==> config.mk <==
export PLATFORM = sky130hd
export DESIGN_NAME = fetch_pc_reg
export DESIGN_NICKNAME = d
export VERILOG_FILES = /design/src/rtl/fetch_pc_reg_pkg.sv /design/src/rtl/fetch_pc_reg_fd_reg.sv /design/src/rtl/fetch_pc_reg.sv
export SDC_FILE = /design/constraint.sdc
export NUM_CORES = 1
export LEC_CHECK = 0
export CAP_MARGIN = 20
export CORE_UTILIZATION = 41
export CTS_CLUSTER_SIZE = 14
export DETAILED_ROUTE_END_ITERATION = 7
export PLACE_DENSITY_LB_ADDON = 0.3
export SETUP_SLACK_MARGIN = 0.15
export SYNTH_ARGS = -nofsm -noshare
export SYNTH_HDL_FRONTEND = slang
export SYNTH_HIERARCHICAL = 1
export SYNTH_SLANG_ARGS = --single-unit
export TNS_END_PERCENT = 5
==> constraint.sdc <==
create_clock -name clk -period 2.2 [get_ports clk]
set_clock_uncertainty 0.2 [all_clocks]
set_input_delay 0.22 -clock clk [delete_from_list [all_inputs] [get_ports clk]]
set_output_delay 0.22 -clock clk [all_outputs]
set_load 0.005 [all_outputs]
==> src/rtl/fetch_pc_reg_pkg.sv <==
// Shared CPU definitions for the fetch stage: PC constants, exception codes,
// PC-select codes, the F/D payload struct and the fetch-address check.
package fetch_pc_reg_pkg;

  localparam logic [31:0] PC_RESET = 32'h0000_3000;
  localparam logic [31:0] PC_EXC   = 32'h0000_4180;
  localparam logic [31:0] IM_LO    = 32'h0000_3000;
  localparam logic [31:0] IM_HI    = 32'h0000_6FFC;

  localparam logic [4:0] EXC_NONE = 5'd0;
  localparam logic [4:0] EXC_ADEL = 5'd4;

  typedef enum logic [3:0] {
    PCSEL_NORMAL = 4'd0,
    PCSEL_BRANCH = 4'd1,
    PCSEL_JUMP   = 4'd2,
    PCSEL_JR     = 4'd3
  } pcsel_e;

  typedef struct packed {
    logic [31:0] pc;
    logic [31:0] instr;
    logic [4:0]  exc;
    logic        bd;
  } fd_t;

  // Fetch address error: misaligned or outside the instruction memory window.
  function automatic logic adel_check(input logic [31:0] pc);
    logic bad;
    bad = 1'b0;
    if (pc[1:0] != 2'b00) begin
      bad = 1'b1;
    end else if (pc < IM_LO) begin
      bad = 1'b1;
    end else if (pc > IM_HI) begin
      bad = 1'b1;
    end else begin
      bad = 1'b0;
    end
    return bad;
  endfunction

endpackage

==> src/rtl/fetch_pc_reg_fd_reg.sv <==
// F/D pipeline register: clears on reset or redirect, holds on stall,
// otherwise captures the fetched instruction (squashed on address error).
module fd_reg
  import fetch_pc_reg_pkg::*;
(
  input  logic        clk,
  input  logic        reset,
  input  logic        req,
  input  logic        stall,
  input  logic [31:0] f_pc,
  input  logic [31:0] f_instr,
  input  logic        f_adel,
  input  logic        f_bd,
  output logic [31:0] d_pc,
  output logic [31:0] d_instr,
  output logic [4:0]  d_exccode,
  output logic        d_bd
);

  fd_t fd_r;
  fd_t load_s;

  // Build the payload loaded on a normal advance.
  always_comb begin
    load_s.pc = f_pc;
    load_s.bd = f_bd;
    if (f_adel) begin
      load_s.instr = 32'd0;
      load_s.exc   = EXC_ADEL;
    end else begin
      load_s.instr = f_instr;
      load_s.exc   = EXC_NONE;
    end
  end

  // Pipeline register with reset > redirect > stall > advance priority.
  always_ff @(posedge clk) begin
    if (reset || req) begin
      fd_r <= '0;
    end else if (stall) begin
      fd_r <= fd_r;
    end else begin
      fd_r <= load_s;
    end
  end

  assign d_pc      = fd_r.pc;
  assign d_instr   = fd_r.instr;
  assign d_exccode = fd_r.exc;
  assign d_bd      = fd_r.bd;

endmodule

==> src/rtl/fetch_pc_reg.sv <==
// Fetch stage: program counter register, fetch address-error and delay-slot
// flags, and the F/D pipeline register.
module fetch_pc_reg
  import fetch_pc_reg_pkg::*;
(
  input  logic        clk,
  input  logic        reset,
  input  logic [31:0] F_NPC,
  input  logic [3:0]  D_PCsel,
  input  logic        stall,
  input  logic        Req,
  input  logic [31:0] F_Instr,
  output logic [31:0] F_PC,
  output logic [31:0] D_PC,
  output logic [31:0] D_Instr,
  output logic [4:0]  D_ExcCode,
  output logic        D_BD
);

  logic [31:0] pc_r;
  logic        f_adel_s;
  logic        f_bd_s;

  // PC register: reset > redirect > stall > next-PC.
  always_ff @(posedge clk) begin
    if (reset) begin
      pc_r <= PC_RESET;
    end else if (Req) begin
      pc_r <= PC_EXC;
    end else if (stall) begin
      pc_r <= pc_r;
    end else begin
      pc_r <= F_NPC;
    end
  end

  assign F_PC = pc_r;

  // The instruction being fetched is a delay slot whenever D redirects control.
  always_comb begin
    f_adel_s = adel_check(pc_r);
    f_bd_s   = (D_PCsel != PCSEL_NORMAL);
  end

  fd_reg u_fd_reg (
    .clk       (clk),
    .reset     (reset),
    .req       (Req),
    .stall     (stall),
    .f_pc      (pc_r),
    .f_instr   (F_Instr),
    .f_adel    (f_adel_s),
    .f_bd      (f_bd_s),
    .d_pc      (D_PC),
    .d_instr   (D_Instr),
    .d_exccode (D_ExcCode),
    .d_bd      (D_BD)
  );

endmodule

==> results by group <==
Logic synthesis
  – Mapped Cells: 374
  – Synth warn: 6
  – Top-area cell type share of the netlist area: 51.3%
  – Main area contributors after synthesis: dfxtp_1 (51%), mux2i_1 (17%), or3b_1 (6.6%), nor2_1 (4.3%), a21oi_1 (4.2%)
  – Mapped cell area: 0.00382 mm²
  – Post-synth cell types: 25
  – Seq cells post-synth: 98
  – Sequential share of the synthesized area: 51.3%
  – Cell taking the most area after synthesis: dfxtp_1
  – Mean area per synthesized cell: 10.2 µm²

Global routing
  – GRT Total Usage: 20.6%
  – Largest net degree at the start of global routing: 63
  – Grt met1 use: 24.1%
  – Vias in the first global route: 3170
  – GR Overflow Total: 0
  – Initial antenna violation count: 0
  – GRT met3 Usage: 6.67%
  – Met2 usage: 35.3%
  – GRT busiest layer: met2
  – First-pass GRT wire length: 15.8 mm

Floorplanning
  – Die area: 0.00971 mm²
  – Die X: 98.5 µm
  – Die Y: 98.5 µm
  – I/O pins: 174
  – Initial core utilization: 43.0%
  – Number of core rows: 34
  – Core Area: 0.00889 mm²

Clock tree
  – Clock sinks: 98
  – Clock root buffer: clkbuf_8
  – TritonCTS Buffers: 9
  – Hold-fix buffers at CTS: 0
  – Clk Latency, worst-skew pair: 350 ps
  – CTS tree: yes
  – CTS clk-pin slew, worst paths: 90 ps
  – Longest Clk Path Bufs: 2
  – H-tree Lvls: 3

Routing
  – TritonRoute pass-1 iters: 6
  – DR WL/cell: 15.3 µm
  – Routed wire length: 10.1 mm
  – Number of remaining DRC errors: 15
  – DRC violation total after the first TritonRoute iteration: 67
  – Vias per cell: 4.88
  – Final ANT Viol Nets: 0
  – Vias: 3211

Finish
  – Layout cell share with drive strength beyond 1: 13.6%
  – Non-Filler Instances: 658
  – Fin nets: 619
  – Final Instance Area: 0.00593 mm²
  – Diode count: 0
  – Final Util: 66.6%
  – Most frequent cells in the layout: clkdlybuf4s50_1 (168), dfxtp_1 (93), mux2i_1 (63), nor2_1 (44), nand2_1 (33)
  – Area growth syn-to-layout: 55.1%
  – Most common cell after layout, fill and taps aside: clkdlybuf4s50_1

Worst setup path
  – Critical Path Source Type: register
  – Crit path kind: register to register
  – CP max stage delay: 440 ps
  – Worst EP arrival: 2100 ps
  – Worst-path cell chain: nor4_2 > and3_1 > nand4_1 > buf_6 > buf_12 > or3b_2 > a21oi_2
  – Slowest CP cell: or3b_2
  – Buf+Inv Stages, Crit Path: 2
  – Crit path max fanout: 5
  – CP required: 2280 ps
  – Cell family with the largest share of critical-path delay: simple AND/OR/NAND/NOR gates
  – CP Capture Type: register

Timing
  – Final worst-path cycle share: 91.6%
  – Final setup fails: 0
  – Slew HR: 60.3%
  – Fmax: 496 MHz
  – Worst-Margin Slew: 596 ps
  – Fin Setup TNS: 0 ps
  – Hold_ws: 192 ps
  – RSZ-0062 raised after global routing: yes
  – Final Hold Vio Count: 0
  – Min Tclk post-route: 2010 ps
  – Slew Limit Fails: 0

Placement
  – DP HPWL: 6.81 mm
  – Number of I/O port buffers: 169
  – Dpl cells: 636
  – GPL Wtd Cong: 0.735
  – Cell Area, Placed: 0.00556 mm²

Status
  – Failing checks: design-rule violations
  – Run status: complete, but fails checks

Power and ir drop
  – Pleak: 0.00224 µW
  – VDD IR max: 0.301 mV
  – Pwr/cell area: 584 mW/mm²

Run
  – Max Cap Violations: 0

Worst hold path
  – Hold WC Path Type: input pin to register
==> cells in the mapped netlist <==
cell type   n
nand2_1    33
buf_6       5
and3_1      1
or3b_1     29
dfxtp_1    98
nor3_1      1
nor2_1     44
or2_2       1
conb_1      1
buf_2       9
or2_1       1
nor2b_1     3
clkbuf_1    5
or4_1       1
nor4_1      4
mux2i_1    63
buf_12      2
nand4_1     1
a211oi_1    3
nor2_2     20
xnor2_1     1
a21oi_1    32
o21bai_1    2
or3b_2      3
buf_4      11
==> sequential cells by signal (all words and copies together) (netlist names) <==
name and cells:
F_PC 32, u_fd_reg/d_instr 32, u_fd_reg/d_pc 32, u_fd_reg/d_bd 1
u_fd_reg/d_exccode 1
==> worst register-to-register path: cells and delay by family (launching register included) <==
family / cells / cell delay (ps)
AOI/OAI and AO/OA: 1 / 120
buffers and inverters: 2 / 320
DFF: 1 / 340
and+or+nand+nor: 4 / 980
==> through the flow <==
step,setup slack [ps],total power [µW]
2_1_floorplan,381,2110
3_3_place_gp,136,2340
3_5_place_dp,96.1,2350
4_1_cts,141,3480
5_1_grt,97.2,3610
6_report,185,3460
==> logic make-up (layout without fill, tap and decap cells) <==
logic type | after synthesis | after routing | synth area share, %
DFF | 98 | 98 | 51.3
buffers and inverters | 32 | 205 | 6.35
other | 1 | 4 | 0.0981
and+or+nand+nor | 142 | 142 | 20.3
xor gates and xnor gates | 1 | 1 | 0.229
AOI/OAI and AO/OA | 37 | 37 | 5.17
muxes | 63 | 63 | 16.5
==> power breakdown <==
| group | leakage, µW | total [µW] | switching (µW) | internal [µW] |
|---|---|---|---|---|
| sequential | 0.000797 | 1840 | 31.8 | 1810 |
| combinational | 0.00136 | 528 | 203 | 325 |
| clock | 0.0000853 | 1090 | 575 | 513 |
==> timing repair <==
action                     4_1_cts  5_1_grt
cloned                           2        2
buffers inserted                 3        1
pin swaps                       12        7
setup endpoints to repair        3       29
resized for setup               11       12
==> path summary, 6_finish.rpt <==
path | slack, ps | start | end | cells past startpoint
worst min-delay path | 190 | stall | u_fd_reg/d_instr[18]$_SDFFE_PP0N_ | 3
worst min register to register | 270 | u_fd_reg/d_instr[16]$_SDFFE_PP0N_ | u_fd_reg/d_instr[16]$_SDFFE_PP0N_ | 2
worst max register to register | 190 | F_PC[24]$_SDFFE_PP0N_ | u_fd_reg/d_instr[1]$_SDFFE_PP0N_ | 7
worst max-delay path | 190 | F_PC[24]$_SDFFE_PP0N_ | u_fd_reg/d_instr[1]$_SDFFE_PP0N_ | 7
==> routing by layer <==
layer  wire [µm]  up-vias
met3         883       10
met4          86        0
met1        4280     1475
li1            -     1599
met5           0        -
met2        4840      127
==> final cells by class <==
| type | count | area, µm² |
|---|---|---|
| Fill cell | 711 | 2970 |
| Clock inverter | 3 | 42.5 |
| Sequential cell | 98 | 1970 |
| Timing Repair Buffer | 191 | 1970 |
| Multi-Input combinational cell | 247 | 1680 |
| Tap cell | 108 | 135 |
| Clock buffer | 11 | 131 |
No activity file was read; power rests on OpenSTA's default activity.
